==> config.mk <==
export PLATFORM = sky130hd
export DESIGN_NAME = mem_port_arbiter
export DESIGN_NICKNAME = d
export VERILOG_FILES = /design/src/rtl/mem_port_arbiter.sv
export SDC_FILE = /design/constraint.sdc
export NUM_CORES = 1
export LEC_CHECK = 0
export ABC_CLOCK_PERIOD_IN_PS = 1900
export BUFFER_PORTS_ARGS = -buffer_cell sky130_fd_sc_hd__buf_4
export CAP_MARGIN = 10
export CORE_MARGIN = 1.5
export CORE_UTILIZATION = 46
export DETAILED_ROUTE_END_ITERATION = 8
export GPL_TIMING_DRIVEN = 0
export PLACE_DENSITY = 0.8
export REMOVE_ABC_BUFFERS = 1
export SYNTH_ARGS = -nofsm -noshare
export SYNTH_HDL_FRONTEND = slang
export SYNTH_SLANG_ARGS = --single-unit
export TNS_END_PERCENT = 100
==> constraint.sdc <==
create_clock -name clk -period 1.9 [get_ports clk]
set_input_delay 0.19 -clock clk [delete_from_list [all_inputs] [get_ports clk]]
set_output_delay 0.19 -clock clk [all_outputs]
set_load 0.02 [all_outputs]
==> src/rtl/mem_port_arbiter.sv <==
// rtl/mem_port_arbiter.sv - two-client round-robin burst sequencer for a single-port memory
module mem_port_arbiter #(
  parameter int ADDR_W = 6,
  parameter int DATA_W = 8,
  parameter int LEN_W  = 2
) (
  input  logic              clk,
  input  logic              rst_n,
  input  logic              req0,
  input  logic              wr0,
  input  logic [ADDR_W-1:0] addr0,
  input  logic [LEN_W-1:0]  len0,
  input  logic [DATA_W-1:0] wdata0,
  output logic              gnt0,
  output logic              rvalid0,
  input  logic              req1,
  input  logic              wr1,
  input  logic [ADDR_W-1:0] addr1,
  input  logic [LEN_W-1:0]  len1,
  input  logic [DATA_W-1:0] wdata1,
  output logic              gnt1,
  output logic              rvalid1,
  output logic [DATA_W-1:0] rdata,
  output logic              mem_en,
  output logic              mem_wr,
  output logic [ADDR_W-1:0] mem_addr,
  output logic [DATA_W-1:0] mem_wdata,
  input  logic [DATA_W-1:0] mem_rdata,
  output logic              busy
);

  localparam logic [0:0] S_IDLE  = 1'b0;
  localparam logic [0:0] S_BURST = 1'b1;

  logic [0:0]        state_q, state_d;
  logic              rr_last_q, rr_last_d;
  logic              owner_q, owner_d;
  logic              wr_q, wr_d;
  logic [LEN_W-1:0]  len_q, len_d;
  logic [LEN_W-1:0]  cnt_q, cnt_d;
  logic              gnt0_q, gnt0_d;
  logic              gnt1_q, gnt1_d;
  logic              en_q, en_d;
  logic [ADDR_W-1:0] addr_q, addr_d;
  logic              rd_pend_q, rd_pend_d;
  logic              rd_owner_q, rd_owner_d;
  logic [DATA_W-1:0] rdata_q, rdata_d;
  logic              win;

  // On a tie the client that did not win last time goes next.
  assign win = (req0 & req1) ? ~rr_last_q : req1;

  always_comb begin
    state_d    = state_q;
    rr_last_d  = rr_last_q;
    owner_d    = owner_q;
    wr_d       = wr_q;
    len_d      = len_q;
    cnt_d      = cnt_q;
    gnt0_d     = gnt0_q;
    gnt1_d     = gnt1_q;
    en_d       = en_q;
    addr_d     = addr_q;
    case (state_q)
      S_IDLE: begin
        if (req0 | req1) begin
          state_d   = S_BURST;
          rr_last_d = win;
          owner_d   = win;
          wr_d      = win ? wr1 : wr0;
          len_d     = win ? len1 : len0;
          addr_d    = win ? addr1 : addr0;
          cnt_d     = '0;
          en_d      = 1'b1;
          gnt0_d    = ~win;
          gnt1_d    = win;
        end
      end
      S_BURST: begin
        if (cnt_q == len_q) begin
          state_d = S_IDLE;
          en_d    = 1'b0;
          gnt0_d  = 1'b0;
          gnt1_d  = 1'b0;
        end else begin
          cnt_d  = cnt_q + 1'b1;
          addr_d = addr_q + 1'b1;
        end
      end
      default: state_d = S_IDLE;
    endcase
    rd_pend_d  = en_q & ~wr_q;
    rd_owner_d = owner_q;
    rdata_d    = rd_pend_q ? mem_rdata : rdata_q;
  end

  always_ff @(posedge clk or negedge rst_n) begin
    if (!rst_n) begin
      state_q    <= S_IDLE;
      rr_last_q  <= 1'b1;
      owner_q    <= 1'b0;
      wr_q       <= 1'b0;
      len_q      <= '0;
      cnt_q      <= '0;
      gnt0_q     <= 1'b0;
      gnt1_q     <= 1'b0;
      en_q       <= 1'b0;
      addr_q     <= '0;
      rd_pend_q  <= 1'b0;
      rd_owner_q <= 1'b0;
      rdata_q    <= '0;
    end else begin
      state_q    <= state_d;
      rr_last_q  <= rr_last_d;
      owner_q    <= owner_d;
      wr_q       <= wr_d;
      len_q      <= len_d;
      cnt_q      <= cnt_d;
      gnt0_q     <= gnt0_d;
      gnt1_q     <= gnt1_d;
      en_q       <= en_d;
      addr_q     <= addr_d;
      rd_pend_q  <= rd_pend_d;
      rd_owner_q <= rd_owner_d;
      rdata_q    <= rdata_d;
    end
  end

  assign gnt0      = gnt0_q;
  assign gnt1      = gnt1_q;
  assign busy      = (state_q == S_BURST);
  assign mem_en    = en_q;
  // Bus is parked at zero between bursts so IDLE cycles are unambiguous.
  assign mem_wr    = en_q & wr_q;
  assign mem_addr  = en_q ? addr_q : '0;
  assign mem_wdata = (state_q == S_BURST) ? (owner_q ? wdata1 : wdata0) : '0;
  assign rvalid0   = rd_pend_q & ~rd_owner_q;
  assign rvalid1   = rd_pend_q & rd_owner_q;
  assign rdata     = rd_pend_q ? mem_rdata : rdata_q;

endmodule

# --- After elaboration in Yosys (flattened, before gate mapping) ---
# Cells that the tools add are included.
# W data, S select, Z words.
op_classes:
  n_addsub: 2
  multipliers: 0
  n_div: 0
  order_cmp: 0
  eq_ne: 4
  shifts: 0
  n_mux: 24
  bitwise: 11
  n_reduce_logical: 3
op_table:
  columns: ["cell", "n"]
  rows:
  - ["$mux W6", 4]
  - ["$mux W8", 3]
  - ["$pmux W6 S2", 1]
  - ["$mux W1", 8]
  - ["$pmux W1 S2", 4]
  - ["$add A6 B1 Y6 const B", 1]
  - ["$mux W2", 3]
  - ["$reduce_and A2 Y1", 3]
  - ["$and A1 B1 Y1", 5]
  - ["$not A1 Y1", 5]
  - ["$ne A2 B2 Y1 const B", 2]
  - ["$pmux W2 S2", 1]
  - ["$add A2 B1 Y2 const B", 1]
  - ["$eq A2 B2 Y1", 1]
  - ["$ne A2 B1 Y1 const B", 1]
  - ["$or A1 B1 Y1", 1]
totals:
  register_bits: 27
  latch_bits: 0
  mem_bits_rw: 0
  romBits: 0
  output_inout_bits: 29
  n_memories: 0

# --- Logic depth before layout (Yosys ltp) ---
# Gate-level depths: netlist (run 1).
logic_depth:
  depth_word: 5
  depth_mapped: 6
  ltp_nobuf: 5

# --- Least setup slack after synthesis (run 1) ---
# No wires, ideal clock.
synth_path:
  kind: "register -> output"
  from: "register state_q, in the netlist busy"
  to: "output port mem_wdata[0]"
  t_arrival_ns: 1.341
  t_required_ns: 1.710
  path_slack_ns: 0.369
  stages_incl_launch_ff: 5
  n_path_buf: 2
  path_cell_list: "dfrtp_1 clkbuf_8 clkinv_1 buf_1 nor2_1"
synth_via:
  elab_chain_cells: 1
synth_lines:
  columns: ["item", "line_no", "rtl"]
  rows:
  - ["start: declaration", "35", "logic [0:0] state_q, state_d;"]
  - ["start signal: assignment", "113", "state_q <= state_d;"]
  - ["$mux W8", "136", "assign mem_wdata = (state_q == S_BURST) ? (owner_q ? wdata1 : wdata0) : '0;"]
  - ["end: declaration", "27", "output logic [DATA_W-1:0] mem_wdata,"]
# Every way passes these cells.

# --- Final worst setup path (run 1) ---
layout_path:
  from: "register state_q, in the netlist busy"
  to: "output port mem_wdata[6]"
# Same word-level chain as after synthesis.

==> run summary, run 1 <==
==============================================================================
Seq/Total Area, Yosys                                                    43.5%
Path type of the worst min-delay path                             input pin to register
Number of pins with negative max-slew slack in the final report              0
Maximum clock insertion buffer count                                         2
Worst setup margin                                                    0.177 ns
Cell count after synthesis                                                 150
Number of sinks on the clock net                                            27
Number of global-route vias before repair                                 1340
Count of endpoints failing setup in the final report                         0
Wire length of the first global-routing pass                           6.04 mm
Number of enable-type register cells in the synthesized netlist              0
Clock period minus worst slack                                         1.72 ns
Highest ir drop seen on vdd                                             939 µV
Layout area overhead                                                     38.5%
Type of element launching the critical path                           register
Outcome                                                           finished clean
Final non-filler cell area                                            2150 µm²
Worst Hold Margin                                                    0.0901 ns
Worst-path clk slew                                                    0.16 ns
Die ar.                                                               3740 µm²
Detailed-router iteration count before antenna repair                        4
Static Leak                                                            1.04 nW
CTS Buf Count                                                                3
Number of warning messages in the yosys log                                  0
Setup Fix Bufs, Post-CTS                                                     0
Average detailed-routed wire length per instance                       15.0 µm
Top achievable clock speed                                           0.580 GHz
Signal arrival time at the worst endpoint                              1.53 ns
Fraction of final layout cells sized beyond drive strength 1             42.5%
Met3 routed WL                                                          302 µm
Drt drc                                                                      0
Areal power density over the cells                                 1660 nW/µm²
Post-synthesis async set-or-reset flop share                              100%
Std-Cell Rows                                                               20
Total design power                                                   0.00358 W
Clock H-tree levels                                                          1
Worst max-slew margin expressed relative to the limit                    62.6%
Maximum clock skew at final layout                                   0.0128 ns
Most instantiated flip-flop cell in the synthesis netlist         sky130_fd_sc_hd__dfrtp_1
DRC marker count from the first detailed-route iteration                    39
Max_cap viols                                                                0
DRT antenna net count                                                        0
Hold Vio Cnt, Final                                                          0
Average cell area after synthesis                                     10.4 µm²
Type of element capturing the critical path                         output pin
Effective utilization at floorplan                                       49.7%
Diodes inserted                                                              0
Final worst-path cycle share                                             90.7%
Flop and latch count out of synthesis                                       27
Final #Nets                                                                269
Setup slack after placement                                          -0.150 ns
X dimension of the die                                                 61.1 µm
Setup total negative slack                                                0 ns
WS Path Type                                                      register to output pin
Cell Area, Synth                                                      1560 µm²
Setup slack of the worst register-to-register path                     0.32 ns
Filler cells                                                               253
Core Footprint                                                        3130 µm²
DR top layer                                                              met3
TritonCTS clock tree                                                      done
Die Y-Extent                                                           61.1 µm
RSZ-0062 raised after global routing                                        no
Detailed placement HPWL                                                2.99 mm
Count of unique library cells instantiated by Yosys                         37
Largest fanout of any net on the critical path                              19
Final RePlAce weighted congestion                                        0.752
Number of top-level pins                                                    75
Average vias per placed instance                                          5.48
Wire length the detailed router placed on met1                         1.53 mm
Number of input and output port buffers inserted                            74
Clock tree root driver cell                                       sky130_fd_sc_hd__clkbuf_4
Clock latency on the worst-skew pair                                   0.34 ns
Instance area at placement                                            2110 µm²
Top library cells by usage in the layout, fill and taps aside     sky130_fd_sc_hd__buf_4, sky130_fd_sc_hd__dfrtp_1, sky130_fd_sc_hd__mux2i_1, sky130_fd_sc_hd__nor2_1, sky130_fd_sc_hd__a21oi_1
Actual slew at the worst max-slew pin                                 0.559 ns
GRT Residual Overflow                                                        0
Global-route total usage across every layer                              21.4%
Overall routed net length                                              3.97 mm
Via count                                                                 1452
Met2 Routed Length                                                     2.14 mm
Antenna violations before repair                                             0
Most common cell after layout, fill and taps aside                sky130_fd_sc_hd__buf_4
Endpoint required time on the critical path                            1.71 ns
Maximum number of pins on one net before global-route repair                28
==============================================================================
[sequential cells by signal (all words and copies together), names as in the netlist, 2 cells and up]
| signal | count |
|---|---|
| rdata_q | 8 |
| addr_q | 6 |
| cnt_q | 2 |
| len_q | 2 |
[logic make-up after synthesis]
family          count (synthesis)  share of synthesized area, %
xor+xnor                        7                          4.91
mux                            24                          16.1
fa+ha+maj                       1                         0.804
compound gates                 35                          15.4
flops                          27                          43.5
buf+inv                         9                          3.86
simple gates                   47                          15.4
[routing by layer]
metal / GRT usage (%) / vias up
li1: - / 688
met1: 25.4 / 698
met2: 40.3 / 66
met3: 4.62 / 0
met4: 2.80 / 0
met5: 0 / -
[final timing paths]
path / startpoint / end / cells past startpoint
worst max-delay path: busy$_DFF_PN0_ / mem_wdata[6] / 3
worst min-delay path: mem_rdata[7] / rdata_q[7]$_DFF_PN0_ / 2
worst max register to register: cnt_q[0]$_DFFE_PN0P_ / cnt_q[1]$_DFFE_PN0P_ / 4
worst min register to register: wr_q$_DFFE_PN0P_ / rd_pend_q$_DFF_PN0_ / 1
max in group asynchronous: rst_n / rr_last_q$_DFFE_PN1P_ / 2
min in group asynchronous: rst_n / rdata_q[2]$_DFF_PN0_ / 2
[cells in the mapped netlist, types with 2 or more instances]
cell                        n  share of area, %
sky130_fd_sc_hd__o21ai_0    6               1.9
sky130_fd_sc_hd__a32oi_1    2               1.1
sky130_fd_sc_hd__xnor2_1    5               2.8
sky130_fd_sc_hd__nand3_1    6               1.9
sky130_fd_sc_hd__a31oi_1    3               1.2
sky130_fd_sc_hd__mux2_2     8               5.8
sky130_fd_sc_hd__and2_1     8               3.2
sky130_fd_sc_hd__o21ai_1    2              0.64
sky130_fd_sc_hd__and3_1     2              0.80
sky130_fd_sc_hd__clkbuf_1   2              0.48
sky130_fd_sc_hd__dfrtp_1   26                42
sky130_fd_sc_hd__clkbuf_8   2               1.8
sky130_fd_sc_hd__a21oi_1   11               3.5
sky130_fd_sc_hd__mux2i_1   16                10
sky130_fd_sc_hd__a22oi_1    2              0.97
sky130_fd_sc_hd__nor2b_1    2              0.80
sky130_fd_sc_hd__nor3_1     2              0.64
sky130_fd_sc_hd__buf_2      2              0.64
sky130_fd_sc_hd__o221ai_1   2               1.1
sky130_fd_sc_hd__a32o_1     2               1.3
sky130_fd_sc_hd__nor2_1    13               3.1
sky130_fd_sc_hd__nand2_1   10               2.4
sky130_fd_sc_hd__xnor2_2    2               2.1
[critical path, cell delays in order, from the launching register on]
cell and delay, ns:
sky130_fd_sc_hd__dfrtp_4 0.58, sky130_fd_sc_hd__clkinv_2 0.27, sky130_fd_sc_hd__nor2_1 0.20, sky130_fd_sc_hd__buf_4 0.16
[timing repair]
| action | 4_1_cts | 5_1_grt |
|---|---|---|
| hold endpoints to repair | 26 | 0 |
| resized for setup | 2 | 1 |
| pin swaps | 0 | 0 |
| setup endpoints to repair | 12 | 2 |
| hold buffers | 1 | 0 |
[area by class of cell]
cell class                      instances  area (µm²)  area share, %
Timing Repair Buffer                   75         566           26.2
Tap cell                               44        55.1           2.56
Sequential cell                        27         681           31.6
Inverter                                1        5.00          0.232
Clock buffer                            3        22.5           1.05
Multi-Input combinational cell        114         818           38.0
Clock inverter                          1        7.51          0.348
[power breakdown]
group	switching (W)	internal, W	leakage, nW
clock	0.000179	0.0000807	0.0139
combinational	0.00106	0.00101	0.702
sequential	0.000373	0.000873	0.322
total	0.00161	0.00197	1.04
[stage by stage]
step / cells / util, %
detailed placement: 260 / 67.4
global placement: 260 / 67.4
finish: 265 / 68.9
global route: 265 / 68.9
CTS: 265 / 68.8
floorplan: 142 / -
(Power assumes the default switching activity.)
==> run 2: changes to the inputs <==
--- a/config.mk
+++ b/config.mk
@@ -5,14 +5,15 @@
 export SDC_FILE = /design/constraint.sdc
 export NUM_CORES = 1
 export LEC_CHECK = 0
+export ABC_AREA = 1
 export ABC_CLOCK_PERIOD_IN_PS = 1900
 export BUFFER_PORTS_ARGS = -buffer_cell sky130_fd_sc_hd__buf_4
 export CAP_MARGIN = 10
 export CORE_MARGIN = 1.5
-export CORE_UTILIZATION = 46
+export CORE_UTILIZATION = 45
 export DETAILED_ROUTE_END_ITERATION = 8
 export GPL_TIMING_DRIVEN = 0
-export PLACE_DENSITY = 0.8
+export PLACE_DENSITY = 0.79
 export REMOVE_ABC_BUFFERS = 1
 export SYNTH_ARGS = -nofsm -noshare
 export SYNTH_HDL_FRONTEND = slang
==> run summary, run 2 <==
=================================================================================
Outcome                                                              finished clean   unchanged
Type of element capturing the critical path                            output pin   unchanged
GRT Residual Overflow                                                           0   unchanged
Seq/Total Area, Yosys                                                       44.9%   was 43.5%
Average vias per placed instance                                             4.91   was 5.48
CTS Buf Count                                                                   3   unchanged
Flop and latch count out of synthesis                                          27   unchanged
Final #Nets                                                                   327   was 269
Detailed-router iteration count before antenna repair                           4   unchanged
Worst max-slew margin expressed relative to the limit                       68.2%   was 62.6%
Endpoint required time on the critical path                               1.71 ns   about the same
Post-synthesis async set-or-reset flop share                                 100%   unchanged
Overall routed net length                                                 3.88 mm   was 3.97 mm
Cell count after synthesis                                                    206   was 150
Most instantiated flip-flop cell in the synthesis netlist            sky130_fd_sc_hd__dfrtp_1   unchanged
Filler cells                                                                  285   was 253
Average cell area after synthesis                                        7.32 µm²   was 10.4 µm²
Average detailed-routed wire length per instance                          12.0 µm   was 15.0 µm
Hold Vio Cnt, Final                                                             0   unchanged
Layout Cells excl Fill                                                        323   was 265
Drt drc                                                                         0   unchanged
DRC marker count from the first detailed-route iteration                       45   was 39
Count of unique library cells instantiated by Yosys                            26   was 37
Fraction of post-synthesis cell area in the top cell type by area           43.2%   was 41.8%
Signal arrival time at the worst endpoint                                 1.53 ns   about the same
Clock H-tree levels                                                             1   unchanged
Worst-path clk slew                                                       0.15 ns   was 0.16 ns
Leading registers by flop count                                      rdata_q x8, addr_q x6   unchanged
Number of top-level pins                                                       75   unchanged
Biggest register                                                          rdata_q   unchanged
Maximum clock skew at final layout                                      0.0109 ns   was 0.0128 ns
Most frequent cells after synthesis                                  sky130_fd_sc_hd__nand2_1, sky130_fd_sc_hd__dfrtp_1, sky130_fd_sc_hd__nand3_1, sky130_fd_sc_hd__nor2_1, sky130_fd_sc_hd__inv_1   was sky130_fd_sc_hd__dfrtp_1, sky130_fd_sc_hd__mux2i_1, sky130_fd_sc_hd__nor2_1
Antenna violations before repair                                                0   unchanged
Clock tree root driver cell                                          sky130_fd_sc_hd__clkbuf_4   unchanged
Number of global-route vias before repair                                    1543   was 1340
Largest register FFs                                                            8   unchanged
Std-Cell Rows                                                                  20   unchanged
Setup total negative slack                                                   0 ns   unchanged
Detailed placement HPWL                                                   2.93 mm   was 2.99 mm
Highest ir drop seen on vdd                                                784 µV   was 939 µV
Final RePlAce weighted congestion                                           0.844   was 0.752
Path type of the worst min-delay path                                input pin to register   unchanged
Diodes inserted                                                                 0   unchanged
X dimension of the die                                                    60.9 µm   was 61.1 µm
Library cell occupying the most area in the post-synthesis netlist   sky130_fd_sc_hd__dfrtp_1   unchanged
Fraction of final layout cells sized beyond drive strength 1                32.3%   was 42.5%
Maximum number of pins on one net before global-route repair                   28   unchanged
Wire length of the first global-routing pass                              6.52 mm   was 6.04 mm
Setup Fix Bufs, Post-CTS                                                        0   unchanged
Count of endpoints failing setup in the final report                            0   unchanged
Die Y-Extent                                                              60.9 µm   was 61.1 µm
Via count                                                                    1585   was 1452
Max_cap viols                                                                   0   unchanged
Die ar.                                                                  3710 µm²   was 3740 µm²
Effective utilization at floorplan                                          48.2%   was 49.7%
Top post-synthesis cells by area                                     sky130_fd_sc_hd__dfrtp_1, sky130_fd_sc_hd__nand2_1, sky130_fd_sc_hd__nand3_1   was sky130_fd_sc_hd__dfrtp_1, sky130_fd_sc_hd__mux2i_1, sky130_fd_sc_hd__mux2_2
Number of enable-type register cells in the synthesized netlist                 0   unchanged
Core Footprint                                                           3130 µm²   unchanged
Cell Area, Synth                                                         1510 µm²   was 1560 µm²
Number of input and output port buffers inserted                               74   unchanged
Areal power density over the cells                                    1740 nW/µm²   was 1660 nW/µm²
Actual slew at the worst max-slew pin                                    0.476 ns   was 0.559 ns
Largest fanout of any net on the critical path                                 10   was 19
Clock period minus worst slack                                            1.72 ns   about the same
Static Leak                                                               1.19 nW   was 1.04 nW
DRT antenna net count                                                           0   unchanged
Layout area overhead                                                        40.7%   was 38.5%
Maximum clock insertion buffer count                                            2   unchanged
TritonCTS clock tree                                                         done   unchanged
Final worst-path cycle share                                                90.3%   was 90.7%
Top achievable clock speed                                              0.583 GHz   was 0.580 GHz
Global-route total usage across every layer                                 23.7%   was 21.4%
Type of element launching the critical path                              register   unchanged
WS Path Type                                                         register to output pin   unchanged
Number of sinks on the clock net                                               27   unchanged
Most repeated cell in the gate-level netlist after synthesis         sky130_fd_sc_hd__nand2_1   was sky130_fd_sc_hd__dfrtp_1
Clock latency on the worst-skew pair                                      0.34 ns   about the same
Total design power                                                      0.00369 W   was 0.00358 W
Most common cell after layout, fill and taps aside                   sky130_fd_sc_hd__buf_4   unchanged
Top library cells by usage in the layout, fill and taps aside        sky130_fd_sc_hd__buf_4, sky130_fd_sc_hd__nand2_1, sky130_fd_sc_hd__dfrtp_1, sky130_fd_sc_hd__nor2_1, sky130_fd_sc_hd__nand3_1   was sky130_fd_sc_hd__buf_4, sky130_fd_sc_hd__dfrtp_1, sky130_fd_sc_hd__mux2i_1, sky130_fd_sc_hd__nor2_1, sky130_fd_sc_hd__a21oi_1
Number of pins with negative max-slew slack in the final report                 0   unchanged
RSZ-0062 raised after global routing                                           no   unchanged
Number of warning messages in the yosys log                                     0   unchanged
Placed Cells incl. Taps                                                       318   was 260
=================================================================================
## run 2: changes by cell type in the layout (fill, tap and decap cells not counted), sizes merged, moves of 3 or more
cell / change
and2: -8
nor2: +12
a31oi: -3
nand3: +17
o21ai: +10
mux2i: -16
mux2: -8
inv: +18
a21oi: -9
xnor2: -4
nand2: +66
## run 2: what timing repair did
action                                  CTS  global route
hold buffers                              1             0
endpoints found under the setup margin    2             2
gates resized for setup                   1             1
hold endpoints to repair                 26             0
pin swaps                                 0             0
## run 2: worst paths after layout
path / start / endpoint / slack, ns / depth (start not counted)
worst min register to register: wr_q$_DFFE_PN0P_ / rd_pend_q$_DFF_PN0_ / 0.47 / 1
max in group asynchronous: rst_n / rr_last_q$_DFFE_PN1P_ / 1.29 / 2
min in group asynchronous: rst_n / addr_q[2]$_DFFE_PN0P_ / 0.29 / 2
worst max register to register: busy$_DFF_PN0_ / mem_en$_DFFE_PN0P_ / 0.39 / 5
worst max-delay path: rd_pend_q$_DFF_PN0_ / rdata[2] / 0.18 / 4
worst min-delay path: mem_rdata[4] / rdata_q[4]$_DFF_PN0_ / 0.07 / 3
## run 2: cell families (layout without fill, tap and decap cells)
| group | after synthesis | count (layout) | share of synthesized area (%) |
|---|---|---|---|
| DFF | 27 | 27 | 44.9 |
| adders and majority gates | 1 | 1 | 0.830 |
| AOI/OAI and AO/OA | 22 | 22 | 8.38 |
| buffers and inverters | 26 | 99 | 7.47 |
| and+or+nand+nor | 126 | 126 | 36.1 |
| xor gates and xnor gates | 4 | 4 | 2.32 |
## run 2: where the power goes
group          internal, W  leakage, nW  switching [W]  total, W
clock            0.0000825       0.0150       0.000175  0.000257
sequential        0.000868        0.327       0.000352   0.00122
combinational     0.000893        0.848        0.00132   0.00221
## run 2: area by class of cell
class	instances	area (µm²)	area share, %
sequential	27	678	32.0
clock buffer	4	26.3	1.24
multi-input combinational	153	718	33.8
timing repair buffer	75	566	26.7
inverter	20	78.8	3.71
tap	44	55.1	2.59
## run 2: through the flow
stage               setup WS [ns]  hold WS (ns)  area, µm²  utilization (%)
global placement            0.168         0.119       2080             66.5
global route               0.0164        0.0733       2120             67.8
floorplan                   0.371        -0.106       1470                -
finish                      0.184        0.0688       2120             67.8
CTS                         0.162        0.0724       2120             67.7
detailed placement          0.161         0.124       2080             66.5
## run 2: critical path, stage by stage (launching register included)
cell                       delay [ns]
sky130_fd_sc_hd__dfrtp_1         0.54
sky130_fd_sc_hd__clkinv_1        0.29
sky130_fd_sc_hd__nand2_1         0.13
sky130_fd_sc_hd__nand2_1         0.07
sky130_fd_sc_hd__buf_4           0.16
## run 2: metal layers
metal / vias to the layer above / wire length, µm / GRT usage, %
li1: 796 / - / -
met1: 720 / 1650 / 27.6
met2: 63 / 1920 / 43.2
met3: 6 / 236 / 3.20
met4: 0 / 63 / 10.6
met5: - / 0 / 0
==> run 3: changes to the inputs <==
--- a/config.mk
+++ b/config.mk
@@ -5,15 +5,14 @@
 export SDC_FILE = /design/constraint.sdc
 export NUM_CORES = 1
 export LEC_CHECK = 0
-export ABC_AREA = 1
 export ABC_CLOCK_PERIOD_IN_PS = 1900
-export BUFFER_PORTS_ARGS = -buffer_cell sky130_fd_sc_hd__buf_4
 export CAP_MARGIN = 10
 export CORE_MARGIN = 1.5
-export CORE_UTILIZATION = 45
+export CORE_UTILIZATION = 60
 export DETAILED_ROUTE_END_ITERATION = 8
+export DONT_BUFFER_PORTS = 1
 export GPL_TIMING_DRIVEN = 0
-export PLACE_DENSITY = 0.79
+export PLACE_DENSITY = 0.76
 export REMOVE_ABC_BUFFERS = 1
 export SYNTH_ARGS = -nofsm -noshare
 export SYNTH_HDL_FRONTEND = slang
==> run summary, run 3 (same netlist as run 1, synthesis figures left out) <==
==============================================================================
Outcome                                                           finished clean   unchanged
Worst Hold Margin                                                    0.0229 ns   was 0.0688 ns
Detailed-router iteration count before antenna repair                        4   unchanged
Final core utilization                                                   65.6%   was 67.8%
Biggest register                                                       rdata_q   unchanged
Final #Nets                                                                197   was 327
Sequential group share of total power                                    42.3%   was 33.1%
Diodes inserted                                                              0   unchanged
Largest fanout of any net on the critical path                              19   was 10
Sw Ratio                                                                 48.9%   was 50.0%
Hold Vio Cnt, Final                                                          0   unchanged
Actual slew at the worst max-slew pin                                 0.570 ns   was 0.476 ns
Worst-path clk slew                                                    0.15 ns   about the same
Leading registers by flop count                                   rdata_q x8, addr_q x6   unchanged
Path type of the worst min-delay path                             input pin to register   unchanged
Largest register FFs                                                         8   unchanged
Layout area overhead                                                     3.62%   was 40.7%
Setup slack of the worst register-to-register path                     0.35 ns   was 0.39 ns
DRT antenna net count                                                        0   unchanged
Delay-heaviest family, CP                                           flip-flops   unchanged
Drt drc                                                                      0   unchanged
Effective utilization at floorplan                                       63.4%   was 48.2%
Number of global-route vias before repair                                 1068   was 1543
Static Leak                                                           0.690 nW   was 1.19 nW
Clock tree root driver cell                                       sky130_fd_sc_hd__clkbuf_4   unchanged
Standard cell with the maximum stage delay on the critical path   sky130_fd_sc_hd__dfrtp_4   was sky130_fd_sc_hd__dfrtp_1
Worst Path Buf+Inv                                                           1   was 2
Endpoint required time on the critical path                            1.71 ns   about the same
Clock H-tree levels                                                          1   unchanged
Antenna violations before repair                                             0   unchanged
Max_cap viols                                                                0   unchanged
Clock network power share                                                 8.4%   was 7.0%
DRC marker count from the first detailed-route iteration                    29   was 45
Die Y-Extent                                                           53.9 µm   was 60.9 µm
RSZ-0062 raised after global routing                                       yes   was no
Internal Power                                                       0.00157 W   was 0.00184 W
Maximum number of pins on one net before global-route repair                28   unchanged
Overall routed net length                                              3.34 mm   was 3.88 mm
Highest ir drop seen on vdd                                            1110 µV   was 784 µV
Wire length of the first global-routing pass                           4.85 mm   was 6.52 mm
Number of top-level pins                                                    75   unchanged
Average detailed-routed wire length per instance                       18.7 µm   was 12.0 µm
Type of element capturing the critical path                         output pin   unchanged
TritonCTS clock tree                                                      done   unchanged
WS Path Type                                                      register to output pin   unchanged
Worst max-slew margin expressed relative to the limit                    61.9%   was 68.2%
Number of input and output port buffers inserted                             0   was 74
Top achievable clock speed                                           0.551 GHz   was 0.583 GHz
Most common cell after layout, fill and taps aside                sky130_fd_sc_hd__dfrtp_1   was sky130_fd_sc_hd__buf_4
Number of sinks on the clock net                                            27   unchanged
Core Footprint                                                        2450 µm²   was 3130 µm²
Final worst-path cycle share                                             95.5%   was 90.3%
Maximum clock skew at final layout                                  0.00629 ns   was 0.0109 ns
Detailed placement HPWL                                                2.40 mm   was 2.93 mm
Series of cell instances along the critical path                  clkinv_2 -> nor2_1   was clkinv_1 -> nand2_1 -> nand2_1 -> buf_4
Net load switching power                                             0.00150 W   was 0.00184 W
Count of endpoints failing setup in the final report                         0   unchanged
Final RePlAce weighted congestion                                        0.841   was 0.844
Clock latency on the worst-skew pair                                   0.33 ns   was 0.34 ns
Part of the total power dissipated in combinational logic                49.3%   was 59.9%
GRT Residual Overflow                                                        0   unchanged
Via count                                                                 1196   was 1585
Average vias per placed instance                                          6.68   was 4.91
CTS Buf Count                                                                3   unchanged
Std-Cell Rows                                                               18   was 20
Clock period minus worst slack                                         1.81 ns   was 1.72 ns
Die ar.                                                               2910 µm²   was 3710 µm²
Signal arrival time at the worst endpoint                              1.62 ns   was 1.53 ns
Maximum single-stage delay on the critical path                        0.62 ns   was 0.54 ns
Areal power density over the cells                                 1910 nW/µm²   was 1740 nW/µm²
Fraction of final layout cells sized beyond drive strength 1             14.1%   was 32.3%
Placed Cells incl. Taps                                                    172   was 318
Register Area                                                          681 µm²   was 678 µm²
Top library cells by usage in the layout, fill and taps aside     sky130_fd_sc_hd__dfrtp_1, sky130_fd_sc_hd__mux2i_1, sky130_fd_sc_hd__nor2_1, sky130_fd_sc_hd__a21oi_1, sky130_fd_sc_hd__nand2_1   was sky130_fd_sc_hd__buf_4, sky130_fd_sc_hd__nand2_1, sky130_fd_sc_hd__dfrtp_1, sky130_fd_sc_hd__nor2_1, sky130_fd_sc_hd__nand3_1
Number of pins with negative max-slew slack in the final report              0   unchanged
Global-route total usage across every layer                              23.8%   was 23.7%
Layout Cells excl Fill                                                     179   was 323
Area used by multi-input combinational logic                           818 µm²   was 718 µm²
Maximum clock insertion buffer count                                         2   unchanged
Filler cells                                                               211   was 285
Type of element launching the critical path                           register   unchanged
X dimension of the die                                                 53.9 µm   was 60.9 µm
Setup Fix Bufs, Post-CTS                                                     0   unchanged
==============================================================================
==> run 3: cell count changes in the layout (fill, tap and decap cells not counted), sizes merged, moves of 3 or more <==
cell,before,now
nand3,23,6
nand2,77,11
buf,74,1
mux2i,0,16
a21oi,2,11
xnor2,3,7
and2,0,8
mux2,0,8
a31oi,0,3
inv,18,0
o21ai,18,8
nor2,25,13
==> run 3: layout make-up <==
type                       count  share of cell area (%)
clock inverter                 1                   0.466
timing repair buffer           3                    2.48
clock buffer                   3                    1.40
sequential                    27                    42.2
inverter                       1                   0.311
multi-input combinational    114                    50.8
tap                           30                    2.33
==> run 3: worst paths after layout <==
check / from / end / depth (start not counted)
worst max-delay path: busy$_DFF_PN0_ / mem_wdata[5] / 2
worst min-delay path: req0 / mem_en$_DFFE_PN0P_ / 2
worst max register to register: cnt_q[0]$_DFFE_PN0P_ / cnt_q[1]$_DFFE_PN0P_ / 4
worst min register to register: wr_q$_DFFE_PN0P_ / rd_pend_q$_DFF_PN0_ / 1
max in group asynchronous: rst_n / rr_last_q$_DFFE_PN1P_ / 2
min in group asynchronous: rst_n / mem_en$_DFFE_PN0P_ / 2
==> run 3: routing by layer <==
| metal | vias to the layer above | track usage (%) | part of all wire, % |
|---|---|---|---|
| met1 | 576 | 30.0 | 41 |
| met3 | 6 | 3.61 | 7.2 |
| li1 | 541 | - | - |
| met4 | 0 | 11.1 | 1.4 |
| met2 | 73 | 40.0 | 50 |
| met5 | - | 0 | 0 |
==> run 3: metrics by stage <==
step                TNS [ns]  setup slack, ns  power, W  instance area (µm²)
global route         -0.0146         -0.00739   0.00329                 1610
global placement       -2.68           -0.277   0.00273                 1540
detailed placement     -3.67           -0.354   0.00281                 1540
CTS                        0           0.0833   0.00309                 1610
floorplan                  0            0.145   0.00253                 1500
finish                     0           0.0851   0.00308                 1610
==> run 3: repair_timing <==
item                                   in CTS  in global routing
gates resized for setup                     3                  0
cloned                                      0                  0
endpoints found under the hold margin      28                  0
hold buffers                                3                  0
setup endpoints to repair                  19                  2
==> run 3: power by group through the flow <==
stage                     logic (W)  clock network (W)  registers (W)
after floorplan             0.00134                  0        0.00120
after global placement      0.00146                  0        0.00127
final                       0.00152           0.000258        0.00130
after global routing        0.00166           0.000282        0.00135
after detailed placement    0.00151                  0        0.00131
after CTS                   0.00153           0.000260        0.00130
